[src/rtl/vec_mul_issue_ctrl.sv]
// Issue/return controller for the vector multiplier datapath: registers operands,
// tracks requests through the fixed datapath latency, and buffers results in a credit-protected FIFO.
module vec_mul_issue_ctrl #(
  parameter int DATA_W      = 32,
  parameter int MUL_LATENCY = 1,
  parameter int FIFO_DEPTH  = 4
) (
  input  logic                clk,
  input  logic                rst,
  input  logic                in_valid,
  output logic                in_ready,
  input  logic [DATA_W-1:0]   in_op_a,
  input  logic [DATA_W-1:0]   in_op_b,
  input  logic [1:0]          in_precision,
  output logic [DATA_W-1:0]   mul_op_a,
  output logic [DATA_W-1:0]   mul_op_b,
  output logic [1:0]          mul_precision,
  input  logic [2*DATA_W-1:0] mul_result,
  output logic                out_valid,
  input  logic                out_ready,
  output logic [2*DATA_W-1:0] out_result,
  output logic [1:0]          out_precision,
  output logic                out_err,
  output logic                busy
);

  localparam int STAGES = MUL_LATENCY;
  localparam int PTR_W  = $clog2(FIFO_DEPTH);
  localparam int CNT_W  = $clog2(FIFO_DEPTH + 1);

  typedef struct packed {
    logic [1:0] prec;
    logic       err;
  } tag_t;

  typedef struct packed {
    logic [2*DATA_W-1:0] res;
    logic [1:0]          prec;
    logic                err;
  } ent_t;

  logic [STAGES:0] vld_pipe;
  tag_t [STAGES:0] tag_pipe;
  tag_t            tag_in;
  logic [CNT_W-1:0] cnt, fill;
  logic [PTR_W-1:0] wr_ptr, rd_ptr;
  ent_t             mem [FIFO_DEPTH];
  ent_t             head;
  logic             accept, pop, push, full;

  assign accept = in_valid && in_ready;
  assign pop    = out_valid && out_ready;
  assign push   = vld_pipe[STAGES];
  assign full   = (fill == CNT_W'(FIFO_DEPTH));
  assign tag_in = '{prec: in_precision, err: (in_precision == 2'b11)};

  // Credits cover in-flight plus buffered results, so the FIFO can never overflow.
  assign in_ready = rst && (cnt < CNT_W'(FIFO_DEPTH));
  assign busy     = (cnt != '0);

  always_ff @(posedge clk or negedge rst) begin
    if (!rst) begin
      mul_op_a      <= '0;
      mul_op_b      <= '0;
      mul_precision <= '0;
    end else if (accept) begin
      mul_op_a      <= in_op_a;
      mul_op_b      <= in_op_b;
      mul_precision <= in_precision;
    end
  end

  // Free-running valid/tag pipe aligned to the datapath stages.
  always_ff @(posedge clk or negedge rst) begin
    if (!rst) begin
      vld_pipe <= '0;
      tag_pipe <= '0;
    end else begin
      vld_pipe <= {vld_pipe[STAGES-1:0], accept};
      tag_pipe <= {tag_pipe[STAGES-1:0], tag_in};
    end
  end

  always_ff @(posedge clk or negedge rst) begin
    if (!rst) begin
      cnt <= '0;
    end else begin
      unique case ({accept, pop})
        2'b10:   cnt <= cnt + 1'b1;
        2'b01:   cnt <= cnt - 1'b1;
        default: cnt <= cnt;
      endcase
    end
  end

  always_ff @(posedge clk or negedge rst) begin
    if (!rst) begin
      wr_ptr <= '0;
      rd_ptr <= '0;
      fill   <= '0;
    end else begin
      if (push) wr_ptr <= wr_ptr + 1'b1;
      if (pop)  rd_ptr <= rd_ptr + 1'b1;
      unique case ({push, pop})
        2'b10:   fill <= fill + 1'b1;
        2'b01:   fill <= fill - 1'b1;
        default: fill <= fill;
      endcase
    end
  end

  // Storage needs no reset: contents are only visible behind a non-zero fill.
  always_ff @(posedge clk) begin
    if (push) mem[wr_ptr] <= '{res: mul_result, prec: tag_pipe[STAGES].prec, err: tag_pipe[STAGES].err};
  end

  assign head          = mem[rd_ptr];
  assign out_valid     = (fill != '0);
  assign out_result    = out_valid ? head.res  : '0;
  assign out_precision = out_valid ? head.prec : '0;
  assign out_err       = out_valid && head.err;

  a_no_overflow: assert property (@(posedge clk) disable iff (!rst) !(push && full));

endmodule

[config.mk]
export PLATFORM = sky130hd
export DESIGN_NAME = vec_mul_issue_ctrl
export DESIGN_NICKNAME = d
export VERILOG_FILES = /design/src/rtl/vec_mul_issue_ctrl.sv
export SDC_FILE = /design/constraint.sdc
export NUM_CORES = 1
export LEC_CHECK = 0
export ABC_AREA = 1
export BUFFER_PORTS_ARGS = -buffer_cell sky130_fd_sc_hd__buf_4
export CAP_MARGIN = 30
export CORE_UTILIZATION = 40
export CTS_CLUSTER_SIZE = 16
export DETAILED_ROUTE_END_ITERATION = 8
export HOLD_SLACK_MARGIN = 0.15
export PLACE_DENSITY = 0.67
export SYNTH_ARGS = -nofsm -noshare
export SYNTH_HDL_FRONTEND = slang
export SYNTH_SLANG_ARGS = --single-unit
[constraint.sdc]
create_clock -name clk -period 4.4 [get_ports clk]
set_clock_uncertainty 0.1 [all_clocks]
set_input_delay 0.88 -clock clk [delete_from_list [all_inputs] [get_ports clk]]
set_output_delay 0.88 -clock clk [all_outputs]
set_load 0.05 [all_outputs]
==> results.md <==
| Item | Value |
|---|---|
| Overall power of the completed layout | 14.3 mW |
| First-pass GRT wire length | 53.9 mm |
| Max H-tree Level | 2 |
| Count of state elements after synthesis | 352 |
| Max-slew headroom | 0.352 |
| Internal Pwr Total | 7.73 mW |
| CTS buffer count | 38 |
| Longest Clk Path Bufs | 3 |
| Max Freq | 272 MHz |
| Post-Route Hold Slack | 0.246 ns |
| Iter 0 DRT Violations | 446 |
| Static leakage | 8.66 nW |
| Layout cells sized above 1 | 0.205 |
| Cell taking the most area after synthesis | sky130_fd_sc_hd__edfxtp_1 |
| Most common cell after layout, fill and taps aside | sky130_fd_sc_hd__nand2_1 |
| Resized Gates After CTS | 0 |
| Setup Buffers After CTS | 0 |
| Clock network fraction of design power | 0.206 |
| Detailed-route DRC error count | 0 |
| Clock-pin slew of the registers on the worst-case setup and hold paths | 0.06 ns |
| Number of detailed-route iterations in the first pass | 5 |
| Share of the core filled with cells in the final layout | 0.509 |
| Worst-Margin Slew | 0.971 ns |
| Layout-stage area growth over the synthesis result | 24.0% |
| Unique masters post-synth | 24 |
| Total core area | 35,800 um2 |
| RePlAce Congestion | 0.772 |
| Reported max-cap violation count | 0 |
| Portion of the post-synthesis area used by sequential elements | 0.690 |
| Net count, final | 1,826 |
| Starting density of the core | 0.410 |
| Peak VDD IR | 473 uV |
| DIE WIDTH | 194 um |
| Antenna violations before repair | 0 |
| Insertion delay of the later-clocked pin in the worst-skew pair | 0.52 ns |
| Most frequent cells in the layout | sky130_fd_sc_hd__nand2_1, sky130_fd_sc_hd__buf_4, sky130_fd_sc_hd__inv_1 |
| Cell Rows | 69 |
| Number of pins with negative max-slew slack in the final report | 0 |
| Gr ovfl total | 0 |
| Fraction of power consumed by sequential logic | 0.314 |
| Floorplan die area | 37,500 um2 |
| Final critical path time including I/O delays and setup | 3.68 ns |
| Hold Path Class | flip-flop to flip-flop |
| Global Route Usage Sum | 0.183 |
| Share of power burned in combinational logic | 0.480 |
| Number of clock sinks | 352 |
| Wire length per cell after detailed routing | 15.6 um |
| Run status | completed |
| CP max FO | 92 |
| Tcrit/Tclk final | 0.836 |
| Arrival time at the worst endpoint | 2.70 ns |
| Sw Pwr | 6.54 mW |
| Switching share of total power | 0.458 |
| Total inserted antenna cells | 0 |
| Worst path required time | 3.42 ns |
| Total standard cell area after synthesis | 14,700 um2 |
| Endpoint type of the worst setup path | output port |
| Post-Synthesis Net Count | 1,564 |
| Critical path launch point type | flip-flop |
| Vertical die dimension | 194 um |
| Quantity of I/O buffers inserted on ports | 269 |
| Number of global-route vias before repair | 10,400 |
| Drt total wl | 33.9 mm |
| TritonCTS clock tree | built |
| Unrepaired setup endpoints after global routing | false |
| Cells after Synth | 1,422 |
| Maximum number of pins on one net before global-route repair | 93 |
| HPWL reported at the end of detailed placement | 21.3 mm |
| Synthesized area per cell | 10.3 um2 |
| Type of the setup path with the least slack | flip-flop to output port |
| Post-Route Setup TNS | 0 ns |
| Top post-synthesis cells by area | sky130_fd_sc_hd__edfxtp_1, sky130_fd_sc_hd__dfrtp_1, sky130_fd_sc_hd__nand2_1 |
| Area share of the largest cell type after synthesis | 0.547 |
| Root Driver | sky130_fd_sc_hd__clkbuf_16 |
| Total via count in the routed design | 10,100 |
| Ratio of total power to cell area | 783 nW/um2 |
| Number of warnings printed during yosys synthesis | 0 |
| Antenna violation net count after detailed routing | 0 |
| Post-detailed-route via-to-cell ratio | 4.67 |
| Number of failing hold endpoints at the final stage | 0 |
| Final setup viols | 0 |
| Boundary Pins | 270 |
worst max-delay path, cell delays in order (launching register included):
cell and delay [ns]:
sky130_fd_sc_hd__dfrtp_4 0.71, sky130_fd_sc_hd__inv_4 0.46, sky130_fd_sc_hd__buf_12 0.41, sky130_fd_sc_hd__nand2_1 0.11, sky130_fd_sc_hd__nand3_1 0.09, sky130_fd_sc_hd__a21oi_1 0.09, sky130_fd_sc_hd__buf_4 0.24
Yosys cell counts (all sizes together):
master  count
or2         1
dfrtp      84
ha          6
nand2     489
nand4       2
inv       290
nand3     138
clkbuf     15
fa          2
a21oi      67
edfxtp    268
xnor2       3
xor2        1
o21ai       3
buf        51
nor2        2
area by class of cell:
cell class / count / area, um2
multi-input cells: 714 / 3070
clock inverters: 13 / 86.3
repair buffers: 288 / 2200
fillers: 3159 / 17600
clock buffers: 53 / 1050
inverters: 290 / 1100
well taps: 461 / 577
flip-flops and latches: 352 / 10200
per-layer routing:
metal / share of wire / track usage / vias to the layer above
met2: 0.50 / 0.321 / 310
met1: 0.41 / 0.219 / 4830
met5: 0 / 0 / -
met3: 0.075 / 0.0503 / 46
met4: 0.020 / 0.0501 / 0
li1: - / - / 4963
sequential cells by signal (all words and copies together), names as in the netlist, 3 cells and up:
register and cells:
tag_pipe 6, mul_op_a 32, fill 3, mul_op_b 32, mem 268, cnt 3
final timing paths:
kind,startpoint,end,slack (ns),cells after the start
setup / recovery,rd_ptr[0]$_DFFE_PN0N_,out_result[43],0.72,6
hold / removal,tag_pipe[1]$_DFF_PN0_,tag_pipe[4]$_DFF_PN0_,0.25,0
setup reg to reg,wr_ptr[0]$_DFFE_PN0P_,mem[0][38]$_DFFE_PP_,2.16,5
hold reg to reg,tag_pipe[1]$_DFF_PN0_,tag_pipe[4]$_DFF_PN0_,0.25,0
max in group asynchronous,rst,mul_op_a[8]$_DFFE_PN0P_,2.39,3
min in group asynchronous,rst,mul_op_a[30]$_DFFE_PN0P_,0.67,2
power groups by stage:
| stage | logic, mW | registers (mW) | clock network (mW) |
|---|---|---|---|
| 3_3_place_gp | 6.84 | 4.52 | 0 |
| 2_1_floorplan | 3.92 | 5.44 | 0 |
| 6_report | 6.85 | 4.48 | 2.94 |
| 5_1_grt | 7.31 | 4.55 | 3.13 |
| 4_1_cts | 6.91 | 4.49 | 3.01 |
| 3_5_place_dp | 6.91 | 4.53 | 0 |
timing repair:
action,CTS,global route
hold buffers,1,0
setup endpoints to repair,0,0
hold endpoints to repair,17,0
per-stage QoR:
stage,setup slack [ns],area [um2],cells
2_1_floorplan,1.46,14700,1422
3_3_place_gp,1.28,17100,2104
3_5_place_dp,1.28,17100,2104
4_1_cts,0.713,18200,2171
5_1_grt,0.516,18200,2171
6_report,0.723,18200,2171
kinds of logic (layout without fill, tap and decap cells):
| logic type | count (synthesis) | after routing | synth area share |
|---|---|---|---|
| flip-flops | 352 | 352 | 0.690 |
| buffers and inverters | 356 | 644 | 0.101 |
| AO/OA/AOI/OAI | 70 | 70 | 0.0238 |
| XOR/XNOR | 4 | 4 | 0.00238 |
| AND/OR/NAND/NOR | 632 | 632 | 0.175 |
| adder cells (fa/ha/maj) | 8 | 8 | 0.00783 |
No activity file was read; power rests on OpenSTA's default activity.
